File: config.mk
export PLATFORM = sky130hd
export DESIGN_NAME = outport_lock
export DESIGN_NICKNAME = d
export VERILOG_FILES = /design/src/rtl/outport_lock.sv
export SDC_FILE = /design/constraint.sdc
export NUM_CORES = 1
export LEC_CHECK = 0
export BUFFER_PORTS_ARGS = -buffer_cell sky130_fd_sc_hd__buf_4
export CAP_MARGIN = 0
export CORE_MARGIN = 3
export CORE_UTILIZATION = 33
export DETAILED_ROUTE_END_ITERATION = 10
export GPL_ROUTABILITY_DRIVEN = 0
export PLACE_DENSITY = 0.84
export SYNTH_ARGS = -nofsm -noshare
export SYNTH_HDL_FRONTEND = slang
export SYNTH_SLANG_ARGS = --single-unit
File: constraint.sdc
create_clock -name clk -period 2.3 [get_ports clk]
set_input_delay 0.46 -clock clk [delete_from_list [all_inputs] [get_ports clk]]
set_output_delay 0.46 -clock clk [all_outputs]
set_load 0.005 [all_outputs]
File: src/rtl/outport_lock.sv
// Output-port lock: holds the arbiter grant for a wormhole packet, pops the locked
// input's buffer, registers the flit onto the output link and tracks downstream credits.
module outport_lock #(
  parameter int NPORT     = 5,
  parameter int FW        = 32,
  parameter int BUF_DEPTH = 4,
  parameter int CW        = 3
) (
  input  logic               clk,
  input  logic               rst,
  input  logic [NPORT-1:0]   grt,
  input  logic [NPORT-1:0]   flit_valid_in,
  input  logic [NPORT-1:0]   flit_tail_in,
  input  logic [NPORT*FW-1:0] flit_in,
  input  logic               credit_in,
  output logic               busy,
  output logic [NPORT-1:0]   sel,
  output logic [NPORT-1:0]   deq,
  output logic               flit_valid_out,
  output logic [FW-1:0]      flit_out,
  output logic [CW-1:0]      credit_cnt,
  output logic               err
);

  localparam logic [0:0]    IDLE    = 1'b0;
  localparam logic [0:0]    LOCKED  = 1'b1;
  localparam logic [CW-1:0] DEPTH_C = CW'(BUF_DEPTH);

  logic [0:0]       state_r;
  logic [NPORT-1:0] sel_r;
  logic             fvo_r;
  logic [FW-1:0]    fout_r;
  logic [CW-1:0]    cred_r;
  logic             err_r;

  logic [NPORT-1:0] grt_low_s;
  logic             grt_multi_s;
  logic             head_valid_s;
  logic             head_tail_s;
  logic [FW-1:0]    head_flit_s;
  logic             fwd_s;
  logic [CW-1:0]    cred_next_s;
  logic             cred_ovf_s;
  logic             err_set_s;

  // Isolate the lowest set grant bit so a malformed grant still yields a one-hot lock.
  always_comb begin
    grt_low_s   = grt & (~grt + NPORT'(1));
    grt_multi_s = |(grt & (grt - NPORT'(1)));
  end

  // Crossbar: AND-OR mux of the locked input's head-of-buffer flit.
  always_comb begin
    head_valid_s = 1'b0;
    head_tail_s  = 1'b0;
    head_flit_s  = {FW{1'b0}};
    for (int i = 0; i < NPORT; i++) begin
      head_valid_s = head_valid_s | (sel_r[i] & flit_valid_in[i]);
      head_tail_s  = head_tail_s  | (sel_r[i] & flit_tail_in[i]);
      head_flit_s  = head_flit_s  | (flit_in[i*FW +: FW] & {FW{sel_r[i]}});
    end
  end

  // Forward decision; reset suppresses any pop in the reset cycle.
  always_comb begin
    fwd_s = (state_r == LOCKED) & ~rst & head_valid_s & (cred_r != {CW{1'b0}});
  end

  // Credit update; an unsolicited credit at full depth saturates and flags an error.
  always_comb begin
    cred_next_s = cred_r;
    cred_ovf_s  = 1'b0;
    case ({credit_in, fwd_s})
      2'b10: begin
        if (cred_r == DEPTH_C) begin
          cred_ovf_s = 1'b1;
        end else begin
          cred_next_s = cred_r + CW'(1);
        end
      end
      2'b01:   cred_next_s = cred_r - CW'(1);
      default: cred_next_s = cred_r;
    endcase
  end

  // Sticky error sources: credit overflow or a multi-hot grant taken in IDLE.
  always_comb begin
    err_set_s = cred_ovf_s | ((state_r == IDLE) & grt_multi_s);
  end

  // Lock FSM, output link register and credit/error state.
  always_ff @(posedge clk) begin
    if (rst) begin
      state_r <= IDLE;
      sel_r   <= {NPORT{1'b0}};
      fvo_r   <= 1'b0;
      fout_r  <= {FW{1'b0}};
      cred_r  <= DEPTH_C;
      err_r   <= 1'b0;
    end else begin
      fvo_r  <= fwd_s;
      cred_r <= cred_next_s;
      err_r  <= err_r | err_set_s;
      if (fwd_s) begin
        fout_r <= head_flit_s;
      end else begin
        fout_r <= fout_r;
      end
      case (state_r)
        IDLE: begin
          if (|grt) begin
            state_r <= LOCKED;
            sel_r   <= grt_low_s;
          end else begin
            state_r <= IDLE;
            sel_r   <= {NPORT{1'b0}};
          end
        end
        LOCKED: begin
          if (fwd_s & head_tail_s) begin
            state_r <= IDLE;
            sel_r   <= {NPORT{1'b0}};
          end else begin
            state_r <= LOCKED;
            sel_r   <= sel_r;
          end
        end
        default: begin
          state_r <= IDLE;
          sel_r   <= {NPORT{1'b0}};
        end
      endcase
    end
  end

  assign busy           = (state_r == LOCKED);
  assign sel            = sel_r;
  assign deq            = sel_r & {NPORT{fwd_s}};
  assign flit_valid_out = fvo_r;
  assign flit_out       = fout_r;
  assign credit_cnt     = cred_r;
  assign err            = err_r;

endmodule

# Yosys cells after proc, flatten, opt, wreduce, memory -nomap -nowiden
# Cells that the tools add are included.
[word_totals]
regBits = 43
out_inout_bits = 48
wordCells = 70
in_bits = 178
[classes]
bitwise_logic = 40
add_sub_neg = 4
n_mux = 10
n_reduce_logical = 5
eq_ne = 5
[ops]
columns = ["operator", "n"]
rows = [
  ["$and 32x32->32", 5],
  ["$or 32x32->32", 4],
  ["$and 1x1->1", 15],
  ["$and 5x5->5", 3],
  ["$mux 5", 2],
  ["$or 1x1->1", 10],
  ["$pmux 5 s2", 1],
  ["$reduce_or 5->1", 2],
  ["$pmux 3 s2", 1],
  ["$add 5x1->5 const B", 1],
  ["$not 5->5", 1],
  ["$sub 5x1->5 const B", 1],
  ["$mux 1", 4],
  ["$add 3x1->3 const B", 1],
  ["$eq 3x3->1 const B", 1],
  ["$mux 3", 1],
  ["$reduce_bool 3->1", 1],
  ["$sub 3x1->3 const B", 1],
  ["$eq 2x1->1 const B", 1],
  ["$eq 2x2->1 const B", 1],
  ["$ne 2x1->1 const B", 1],
  ["$ne 2x2->1 const B", 1],
  ["$not 1->1", 2],
  ["$pmux 1 s2", 1],
  ["other kinds (2)", 2],
]

# Depth between registers and ports, before layout
# Gate-level depths: netlist (run 1).
[logic_depth]
ltp_word = 11
ltp_mapped = 8
ltp_nobuf = 6

# Worst setup path after synthesis (run 1)
# Ideal clock, no wire load.
[synth_path]
path_type = "in2reg"
from = "input rst"
to = "register cred_r[1] (netlist: credit_cnt[1])"
setup_time_ns = 0.134
path_buffers = 1
arrival_ns = 2.243
path_stages = 6
required_time_ns = 2.166
slack_ns = -0.078
path_cell_list = "clkbuf_1 nand2b_1 a2111o_1 fa_1 nor3_1 or4_1"
[synth_between]
elab_chain_cells = 7
word_cells_on_any_way = 10
cone_classes = "eq/ne: 3; mux: 1; bitwise: 4; reduce/logical: 2"
[synth_rtl]
columns = ["item", "line_no", "rtl"]
rows = [
  ["from (decl)", "10", "input logic rst,"],
  ["$not 1->1", "66", "fwd_s = (state_r == LOCKED) & ~rst & head_valid_s & (cred_r != {CW{1'b0}});"],
  ["$and 1x1->1 (3 in a row)", "66", ""],
  ["$eq 2x2->1 / $eq 2x1->1 (equally long branches)", "73", "case ({credit_in, fwd_s})"],
  ["$ne 2x2->1 (no source line) / $reduce_bool 2->1 (equally long branches)", "n/a", ""],
  ["$reduce_and 2->1 (no source line)", "n/a", ""],
  ["to (signal assigned)", "102", "cred_r <= cred_next_s;"],
  ["to (decl)", "33", "logic [CW-1:0] cred_r;"],
]
# Parallel ways exist; a longest one is shown, timed or not.
# A chain may end at the register's enable or synchronous reset.

# Worst setup path after layout (run 1)
[layout_path]
from = "register sel_r[2] (netlist: sel[2])"
to = "output deq[1]"
[layout_between]
elab_chain_cells = 7
[layout_rtl]
columns = ["item", "line_no", "rtl"]
rows = [
  ["from (decl)", "30", "logic [NPORT-1:0] sel_r;"],
  ["from (signal assigned)", "95", "sel_r <= {NPORT{1'b0}};"],
  ["from (signal assigned)", "113", "sel_r <= grt_low_s;"],
  ["from (signal assigned)", "116", "sel_r <= {NPORT{1'b0}};"],
  ["$and 1x1->1", "58", "head_valid_s = head_valid_s | (sel_r[i] & flit_valid_in[i]);"],
  ["$or 1x1->1 (3 in a row)", "58", ""],
  ["$and 1x1->1 (2 in a row)", "66", ""],
  ["$and 5x5->5", "138", "assign deq = sel_r & {NPORT{fwd_s}};"],
  ["to (decl)", "18", "output logic [NPORT-1:0] deq,"],
]
# Every way passes these cells.

==> run summary, run 1 <==
The flow ran to the end, and the final reports show no timing, DRC or antenna violations. The run gives 0 as the number of buffers inserted by hold repair at cts. By instance count, the cell type seen most on the critical path is buf_4. The power spent charging and discharging nets is 0.422 mW, and the detailed-route wire length per cell is 17.8 µm.

The number of clock buffers added by TritonCTS is 5. Transition at the pin with the smallest max-transition slack: 469 ps. Traced cell by cell, the critical path runs through a222oi_1, buf_4, a211o_2, inv_2, and2_1, buf_4. At the later pin of the worst-skew pair, clock insertion delay measures 280 ps. The number of setup buffers added after CTS is 0.

TritonCTS built the clock tree. The synthesized netlist occupies a cell area of 2360 µm². The logs give 0 for the initial antenna violation count and 0.191 mV for the largest vdd supply drop.

The placed instances occupy a cell area of 4120 µm². The launching element type of the critical path is a flop. Detailed placement ended at an HPWL of 7570 µm. Compared with the post-synthesis result, the final layout area differs by 78.2%. The first global-routing pass estimated 16100 µm of wire.

Setup repair after global routing left no endpoint under its margin. The run gives 5.22 ps as the worst-case clock skew. The H-tree depth was 2; the sequential power share was 0.464. The capturing element type of the critical path was an output port.

The warning count from the yosys run is 0, and the power per standard cell area is 404 nW/µm². The worst path in the final design needs a cycle of 2210 ps, including I/O delays and setup. Part of the cycle the worst path needs: 0.960. The longest clock path from root to sink contains 2 buffers. The worst hold path belongs to the class primary input to flop. The via total after detailed routing is 3219. By area the synthesized netlist is led by dfxtp_1, a222oi_1, a311oi_1. Averaged over all synthesized cells, the footprint is 9.02 µm². Share of Yosys cell area claimed by the top area cell type: 0.364.

For the remaining max-slew budget at the tightest pin, the log shows 0.684. The synthesized design spends more area on one cell type than any other, namely dfxtp_1. The count of nets left with antenna violations once routing finished came out at 0. After clock tree synthesis, the clock-pin slew on the worst setup and hold paths is 80 ps. The die covers 8210 µm².

The count of port buffers added during placement was 225; the post-cts resize count was 0. After detailed placement, the design holds a cell count of 563. The tree is rooted in a clkbuf_8. The category of the critical setup timing path is flop to output port. The first detailed-routing pass took 7 iterations. Required time at the worst-slack endpoint: 1840 ps. The tools report the via count of the first global-routing pass as 3197. The share of total power in combinational logic is 0.271, and the vertical die dimension is 90.6 µm.

The worst-path maximum fanout was 12. The clock net in this run drives a total of 43 sinks. The proportion of power drawn by the clock network is 0.265. The internal cell power came out at 1.28 mW. The fraction of the yosys area taken by sequential cells is 0.364.

The slowest stage of the critical path is the a222oi_1 cell. The post-route cell area was 4210 µm². The routed design has 10100 µm of wire. Entering global routing, the biggest net connects 45 pins. 226 I/O pins were placed. The run gives 0 as the total overflow reported by the global router. The initial core utilization is 0.344, and the post-synthesis sequential element count is 43. The switching part of the total was 0.248. The count of cells in the finished layout, fillers not included, comes to 571. The analysis attributes to cell leakage a power of 1.81 nW.

The total area inside the core boundary comes to 6870 µm². The number of standard cells after synthesis was 262; the fraction of layout cells with a size suffix above 1 was 0.526. The number of DRC violations after detailed-routing iteration 0 was 305. The number of library cell types mapped by synthesis was 33; the number of max-capacitance violations reported was 0. The number of max-slew violations in the final report is 0. From left edge to right edge, the die measures 90.6 µm. The largest stage delay on the critical path came out at 400 ps. For the all-layer global routing usage, the log shows 0.237.

The data arrival time of the worst path is 1750 ps, and the number of nets in the layout is 653. The floorplan has 30 rows. The final core area utilization is 0.613. The number of nets handed over by synthesis was 441. The number of vias per cell after detailed routing works out to 5.64. The logs give 0 for the DRC violations left and 0 for the number of inserted diodes. For this run, the top clock speed supported by timing is 0.453 GHz.

Setup violations remaining at the end of the flow were counted as 0. The total count of hold-check failures in the final report is 0.
## cell usage after synthesis
cell       number
dfxtp_1        43
inv_2           1
buf_6           2
nand2b_1        2
a22o_1          2
or4_1           1
a211o_2         1
or3b_1          1
a311oi_1       32
a21oi_1         4
a22oi_1        34
clkbuf_1       23
inv_1           3
nor2_1         38
fa_1            1
a2111oi_0       1
mux2_2          1
nand2_1         3
a32o_1          3
or3_1           1
a222oi_1       34
a2111o_1        1
a221oi_1        1
nor4_1          5
nor3_1          5
and2_1          5
and3_1          1
nand3b_1        1
or3b_2          1
mux2i_1         1
maj3_1          1
o21ai_0         1
buf_2           8
## power by group through the flow
stage | Combinational (mW) | Sequential, mW | Clock, mW
3_5_place_dp | 0.459 | 0.806 | 0
6_report | 0.461 | 0.789 | 0.450
3_3_place_gp | 0.450 | 0.805 | 0
4_1_cts | 0.461 | 0.789 | 0.473
2_1_floorplan | 0.142 | 0.806 | 0
5_1_grt | 0.500 | 0.792 | 0.508
## cells in the final DEF, fill, tap and decap left out, types with 2 or more instances in the layout
master    Yosys  routed
a21oi_1       4       4
a222oi_1     34      34
a22o_1        2       2
a22oi_1      34      34
a311oi_1     32      32
a32o_1        3       3
and2_1        5       5
buf_4         0     238
clkbuf_1     23       2
clkbuf_8      0       5
dfxtp_1      43      42
inv_1         3       3
nand2_1       3       3
nand2b_1      2       2
nor2_1       38      38
nor3_1        5       5
nor4_1        5       5
## worst paths after layout
path,startpoint,end,slack [ps],cells after the start
worst max-delay path,sel[2]$_SDFFE_PP0P_,deq[1],90,6
worst min-delay path,grt[1],sel[1]$_SDFFE_PP0P_,440,2
worst max register to register,credit_cnt[2]$_SDFFE_PP1P_,credit_cnt[1]$_SDFFE_PP0P_,140,5
worst min register to register,flit_out[24]$_SDFFE_PP0N_,flit_out[24]$_SDFFE_PP0N_,500,2
## cell families (layout without fill, tap and decap cells)
kind of cell,Yosys count,in the layout,share of synthesized area
AOI/OAI and AO/OA,114,114,0.418
and+or+nand+nor,64,64,0.127
DFF,43,43,0.364
buffers and inverters,37,250,0.0694
adders and majority gates,2,2,0.0127
muxes,2,2,0.00900
## cell type report
class,instances,area (µm²)
fillers,612,2660
repair buffers,238,1790
clock inverters,1,5.00
well taps,96,120
inverters,4,15.0
clock buffers,7,76.3
multi-input cells,182,1340
flip-flops and latches,43,862
## routing by layer
layer	GRT usage	wire, µm	share of wire
met5	0	0	0
met4	0.0434	61	0.0060
met3	0.0517	758	0.075
met2	0.422	5430	0.54
met1	0.295	3900	0.38
## sequential cells by signal, summed over array words and instances (netlist names)
name            flops
busy                1
flit_valid_out      1
sel                 5
credit_cnt          3
err                 1
flit_out           32
## critical path, delay by kind of cell, from the launching register on
| kind | cells | cell delay (ps) |
|---|---|---|
| AND/OR/NAND/NOR | 1 | 180 |
| flip-flops | 1 | 320 |
| AO/OA/AOI/OAI | 2 | 550 |
| buffers and inverters | 3 | 420 |
## per-stage QoR
stage / TNS [ps] / setup slack, ps / total power [mW] / hold WS (ps)
after floorplan: 0 / 19.8 / 0.948 / 492
after global placement: 0 / 35.1 / 1.25 / 486
after detailed placement: -2.31 / -2.31 / 1.27 / 490
after CTS: 0 / 87.1 / 1.72 / 428
after global routing: 0 / 14.8 / 1.80 / 430
final: 0 / 91.8 / 1.70 / 438
No activity file was read; power rests on OpenSTA's default activity.
==> inputs of run 2 (changes only) <==
Settings changed: ABC_AREA set to 1, CORE_UTILIZATION 33 to 35, PLACE_DENSITY 0.84 to 0.85.
==> run 2 against run 1 <==
  * Sequential power up 1%
  * Non-clock buffer count shrank 6
  * Cell area is 5.9% higher
  * Wire length rose by 9.4%
  * Hold slack worse by 28 ps
  * Worst setup slack better by 230 ps
  * Sequential cell count unchanged
  * Register-to-register slack improved by 180 ps
  * Sequential share of layout area down 1.2 points
  * Critical endpoint is now credit_cnt[2]$_SDFFE_PP1P_
  * Largest cell class unchanged
==> run summary, run 2 <==
The half-perimeter wire length after detailed placement is 8660 µm, and the power per standard cell area is 451 nW/µm². The vertical die dimension works out to 92.7 µm. In this run, the number of DRC markers left after iteration 0 of detailed routing was 181. Row generation in the floorplan step produced 30 rows. Clock-pin slew was measured on the worst setup and hold paths at 80 ps. The die is 92.7 µm wide.

The length in cells of the worst reg-to-reg path is 8, and the number of nets in the layout is 780. In this run the number of H-tree levels came out at 2. At the worst endpoint, the arrival time is 2150 ps. The logs give 0 for the number of inserted diodes and 5 for the number of CTS-inserted buffers. Along the worst path, the maximum fanout reaches 9.

The fraction of layout cells with a size suffix above 1 is 0.412. The all-layer global routing usage was 0.246. Between clock sinks in the finished design, the worst skew comes to 5.83 ps. The initial antenna violation count is 0, and the area of the core region is 7020 µm². The cell that appears most often on the critical path is nand3_1. The endpoint identified for the worst register-to-register timing path is credit_cnt[2]$_SDFFE_PP1P_. The tools report the count of non-filler cells in the finished layout as 698. TritonCTS built the clock tree.

The required time at the worst-slack endpoint was 2470 ps; the number of clock sinks was 43. In the layout the commonest cells are buf_4, nand2_1, nand3_1. The cell type with the highest aggregate area in the netlist is dfxtp_1.

Hold repair after CTS inserted 0 buffers. Based on the critical path, the design can be clocked at up to 0.505 GHz. The remaining antenna violation count was 0; the part of the cycle the worst path needs was 0.861. Among all stages on the critical path, the largest delay is contributed by dfxtp_1. The worst register-to-register path begins at busy$_SDFF_PP0_. The tools report the number of placed instances, taps included as 690. For the DRC violations left, the log shows 0. The number of vias per cell after detailed routing was 5.17. Fill cells in the final layout number 605. The largest stage delay on the critical path came out at 500 ps. The cell at the root of the clock tree is clkbuf_8.

Dominant register cell in the synthesized netlist: dfxtp_1. The type of the worst min-delay path was primary input to flop. The synthesized design contains 0 enable-type register cells. The first detailed-routing pass took 5 iterations. The library cell used most frequently in the layout, excluding fill and tap cells, is buf_4. The tools report the via total after detailed routing as 3609. The share of Yosys cell area claimed by the top area cell type is 0.327, and the synthesized cell area is 2630 µm².

After synthesis, the most frequently instantiated cells are nand2_1, nand3_1, dfxtp_1. Setup repair after global routing left no endpoint under its margin. The signal on the critical path passes through nand2_2, a21oi_4, nand3_1, fa_1, inv_1, nand4_1, nand3_1, nand3_1.

Counting along the longest clock path gives a buffer depth of 2. The analysis attributes to cell leakage a power of 2.20 nW. The post-synthesis sequential element count is 43. The floorplan step defined a die boundary enclosing 8590 µm². Counting distinct cell types in the post-synthesis netlist gives 24. Footprint of the flip-flops and latches: 861 µm².

For the pin with the worst max-slew slack, the measured transition is 429 ps. After global routing the overflow that remains totals 0. Wires add up to 11100 µm. Across the VDD grid, the largest voltage drop is 0.258 mV. The first global-routing pass estimated 17100 µm of wire. For the post-cts resize count, the log shows 0. By area the synthesized netlist is led by dfxtp_1, nand2_1, a221oi_1. The number of max-slew violations in the final report was 0; the number of max-capacitance violations reported was 0. Setup slack on the worst reg-to-reg path comes out at 320 ps. During synthesis, Yosys emitted a total of 0 warnings.

The number of nets handed over by synthesis was 572. In this run the tool buffered the top-level ports with 225 buffer cells. The logs give 0.375 for the initial core utilization and 0 ps for the total negative slack. The end point of the critical path is credit_cnt[2]$_SDFFE_PP1P_. The number of standard cells after synthesis was 393.

Pin placement for this block handled 226 I/O pins. After detailed routing, the average wire length per cell comes to 15.9 µm. The design draws 2.01 mW.

The average instance area after synthesis is 6.69 µm², and the post-CTS setup repair buffer count is 0. The hold slack was 411 ps. Most used standard cell by instance count after synthesis: nand2_1. The layout-stage area growth over the synthesis result was 69.6%.

The register with the most flip-flops in the layout has 32 of them. The fraction of the yosys area taken by sequential cells is 0.327, and the share of synthesized flip-flops with an asynchronous set or reset is 0. The launching element type of the critical path was a flop.

The flow ran to the end, and the final reports show no timing, DRC or antenna violations. The critical path starts at busy$_SDFF_PP0_. The critical path in this run is classified as flop to flop. The logs give 48 for the maximum number of pins on one net before global-route repair and 0 for the total count of hold-check failures in the final report. The remaining max-slew budget at the tightest pin is 0.714. The multi-input combinational cells in the finished layout cover a total of 1520 µm². The capturing element type of the critical path was a flop. Clock latency on the worst-skew pair, taken at its later pin, is 290 ps. The clock period minus final worst setup slack was 1980 ps; the via count of the first global-routing pass was 3588. Setup violations remaining at the end of the flow were counted as 0.
==> run 2: power breakdown <==
part           internal (mW)  total (mW)  switching [mW]
clock                  0.434       0.689           0.255
sequential             0.775       0.798          0.0224
combinational          0.305       0.522           0.217
total                   1.51        2.01           0.495
==> run 2: kinds of logic (layout without fill, tap and decap cells) <==
| group | after synthesis | count (layout) | share of synthesized area |
|---|---|---|---|
| buffers and inverters | 49 | 258 | 0.0947 |
| and+or+nand+nor | 192 | 192 | 0.311 |
| AOI/OAI and AO/OA | 108 | 108 | 0.259 |
| DFF | 43 | 43 | 0.327 |
| adders and majority gates | 1 | 1 | 0.00762 |
==> run 2: routing by layer <==
layer,track usage,up-vias,wire [µm]
met5,0,-,0
met4,0.0806,0,283
met3,0.0577,24,983
met2,0.463,187,5700
met1,0.268,1617,4130
li1,-,1781,-
==> run 2: area by class of cell <==
class | instances | area share
clock buffer | 6 | 0.0163
clock inverter | 2 | 0.0135
inverter | 18 | 0.0163
multi-input combinational | 301 | 0.341
sequential | 43 | 0.193
tap | 96 | 0.0269
timing repair buffer | 232 | 0.393
==> run 2: how the worst min path moves through the flow <==
stage / cells past startpoint / slack [ps] / startpoint / end
finish: 2 / 410 / rst / sel[3]$_SDFFE_PP0P_
global route: 2 / 390 / rst / sel[3]$_SDFFE_PP0P_
CTS: 2 / 390 / rst / sel[2]$_SDFFE_PP0P_
detailed placement: 2 / 510 / flit_out[15]$_SDFFE_PP0N_ / flit_out[15]$_SDFFE_PP0N_
global placement: 2 / 510 / flit_out[14]$_SDFFE_PP0N_ / flit_out[14]$_SDFFE_PP0N_
floorplan: 2 / 510 / flit_out[13]$_SDFFE_PP0N_ / flit_out[13]$_SDFFE_PP0N_
==> run 2: metrics by stage <==
stage	setup WS, ps	util	instance area (µm²)
6_report	321	0.635	4460
5_1_grt	208	0.635	4460
4_1_cts	344	0.635	4460
3_5_place_dp	243	0.616	4330
3_3_place_gp	339	0.616	4330
2_1_floorplan	540	-	2630
==> run 2: critical path, delay by kind of cell (launching register included) <==
family | cells | cell delay (ps)
AOI/OAI and AO/OA | 1 | 190
adders and majority gates | 1 | 470
buffers and inverters | 1 | 110
DFF | 1 | 500
and+or+nand+nor | 5 | 590
==> inputs of run 3 (changes only) <==
Settings changed: CORE_UTILIZATION 35 to 39, PLACE_DENSITY 0.85 to 0.89, RECOVER_POWER set to 50.
Clock period 2.3 ns to 2.2 ns, I/O delays scaled along.
==> run 3 against run 2 <==
  * Combinational power rose by 1%
  * Sequential cell count did not move
  * Die area fell by 9.6%
  * Critical path type is now flop to output port
  * Sequential share of layout area rose by 0.68 points
  * Cell area fell by 3.4%
  * Power fell by 8.8%
  * First-iteration DRC count fell by 14%
==> run summary, run 3 (synthesized netlist as in run 2, its figures left out) <==
The flow ran to the end, and the final reports show no timing, DRC or antenna violations. Setup repair after global routing left no endpoint under its margin. The area of the core region is 6460 µm².

TritonCTS built the clock tree. The area after detailed placement was 4300 µm²; the detailed-route wire length per cell was 15.4 µm. The most common cell after layout, fill and taps aside is buf_4. For the number of buffers inserted by hold repair at cts, the log shows 0. The critical path starts at sel[2]$_SDFFE_PP0P_. Static timing analysis puts the maximum clock frequency at 0.492 GHz. Across the VDD grid, the largest voltage drop is 0.278 mV. The number of flip-flops in the largest register is 32, and the layout-stage area growth over the synthesis result is 63.9%. Global routing finished with a remaining overflow of 0. The post-CTS setup repair buffer count was 0. The slack of the critical path was 167 ps; the part of the cycle the worst path needs was 0.924. The tool flagged a number of max-cap violations equal to 0. The path class of the tightest hold or removal check is primary input to flop. For the initial antenna violation count, the log shows 0. The total count of hold-check failures in the final report was 0; the proportion of power drawn by the clock network was 0.257. At the placement stage, the worst setup path has a slack of 165 ps.

The maximum number of pins on one net before global-route repair was 37; the via total after detailed routing was 3662. The power spent charging and discharging nets was 0.494 mW; the sequential power share was 0.454. Number of placed instances, taps included: 672. The insertion delay to the later sink of the worst-skew pair is 290 ps, and the first-pass iteration count of the detailed router is 4. The number of max-slew violations in the final report is 0, and the die outline area is 7760 µm².

The worst hold path begins at rst. Post-CTS repair changed the size of 0 cells. STA classifies the critical path endpoint as an output port.

Data on the critical path arrives at its endpoint at 1590 ps. CTS saw 43 sinks. The logs give 8100 µm for the half-perimeter wire length after detailed placement and 4310 µm² for the post-route cell area.

The die is 88.1 µm wide. The switching part of the total came out at 0.270. The total chip power came out at 1.83 mW. Setup violations remaining at the end of the flow were counted as 0. The vertical die dimension was 88.1 µm. In the routed layout, each cell is associated on average with a via count of 5.39.

The worst-path maximum fanout works out to 36. The repair_antennas step left the layout with diodes totalling 0. STA puts the critical path data required time at 1760 ps. The tools report the via count of the first global-routing pass as 3526.

The final wirelength was 10500 µm. Between clock sinks in the finished design, the worst skew comes to 10.1 ps. By startpoint and endpoint, the worst setup path is classified as flop to output port. The length of routed wiring on met1 was 3660 µm. The global-route wire length before repair was 15900 µm; the transition at the pin with the smallest max-transition slack was 798 ps. The top metal layer carrying routed signals is met4. The number of standard-cell rows in the floorplan came out at 29. For this run, design rule violations remaining after detail routing come to 0.

The remaining max-slew budget at the tightest pin is 0.468, and the remaining antenna violation count is 0. The share of total power in combinational logic was 0.288. Leaving out filler cells and counting taps, the final layout contains 680. After routing, the total negative slack on setup checks comes to 0 ps. After detailed routing, the met2 layer carries 5290 µm of wire. Number of buffers on the longest clock path: 2. The worst register-to-register path begins at busy$_SDFF_PP0_. The count of port buffers added during placement came out at 225.

After detailed routing, the met3 layer carries 1170 µm of wire. The run gives 155 as the number of DRC violations after detailed-routing iteration 0. For this design the top-level I/O count stands at 226. In the layout the commonest cells are buf_4, nand2_1, nand3_1. The tools report the launching element type of the critical path as a flop. After layout, the minimum clock period comes to 2030 ps. The fraction of layout cells with a size suffix above 1 came out at 0.381.

The H-tree generated during clock tree synthesis spans 2 levels. The all-layer global routing usage is 0.257. The clock slew seen by the registers of the worst setup and hold paths works out to 80 ps. For this run, the post-layout net count is 781.

In this run the power density over the cells is 425 nW/µm². The internal cell power came out at 1.34 mW. The number of clock buffers added by TritonCTS is 5.

In this run the clock root is driven by a clkbuf_8. The tools report the leakage power summed over all cells as 2.09 nW. For the initial core utilization, the log shows 0.407.
## run 3: changes by cell type in the layout (fill, tap and decap cells not counted), moves of 2 or more
| cell | delta |
|---|---|
| o21ai_0 | +2 |
| bufinv_16 | -2 |
| clkbuf_2 | +2 |
| o21ai_1 | -2 |
| clkbuf_4 | +20 |
| buf_4 | -38 |
| clkbuf_1 | +18 |
## run 3: final cells by class
type,count,area (µm²)
Timing Repair Buffer,233,1680
Multi-Input combinational cell,301,1520
Inverter,18,72.6
Clock buffer,6,72.6
Clock inverter,2,12.5
Tap cell,77,96.3
Sequential cell,43,861
Fill cell,592,2150
## run 3: final timing paths
| kind | endpoint | slack [ps] | cells after the start |
|---|---|---|---|
| min | sel[3]$_SDFFE_PP0P_ | 380 | 2 |
| max reg2reg | credit_cnt[2]$_SDFFE_PP1P_ | 220 | 8 |
| max | deq[2] | 170 | 4 |
| min reg2reg | flit_out[18]$_SDFFE_PP0N_ | 520 | 2 |
## run 3: metal layers
| layer | vias up | GRT usage |
|---|---|---|
| li1 | 1789 | - |
| met1 | 1630 | 0.276 |
| met2 | 209 | 0.476 |
| met3 | 34 | 0.0659 |
| met4 | 0 | 0.104 |
| met5 | - | 0 |
## run 3: stage by stage
stage	hold WS [ps]	utilization
floorplan	509	-
global placement	507	0.665
detailed placement	512	0.665
CTS	369	0.679
global route	376	0.667
finish	380	0.667
## run 3: power by group through the flow
stage / sequential [mW] / combinational (mW) / clock, mW
2_1_floorplan: 0.848 / 0.201 / 0
3_3_place_gp: 0.849 / 0.527 / 0
3_5_place_dp: 0.851 / 0.542 / 0
4_1_cts: 0.833 / 0.544 / 0.491
5_1_grt: 0.836 / 0.584 / 0.525
6_report: 0.832 / 0.528 / 0.472
## run 3: critical path: stages, from the launching register on
cell      delay (ps)
dfxtp_1          340
clkbuf_2         620
inv_1             90
nor2_1           130
buf_4            120
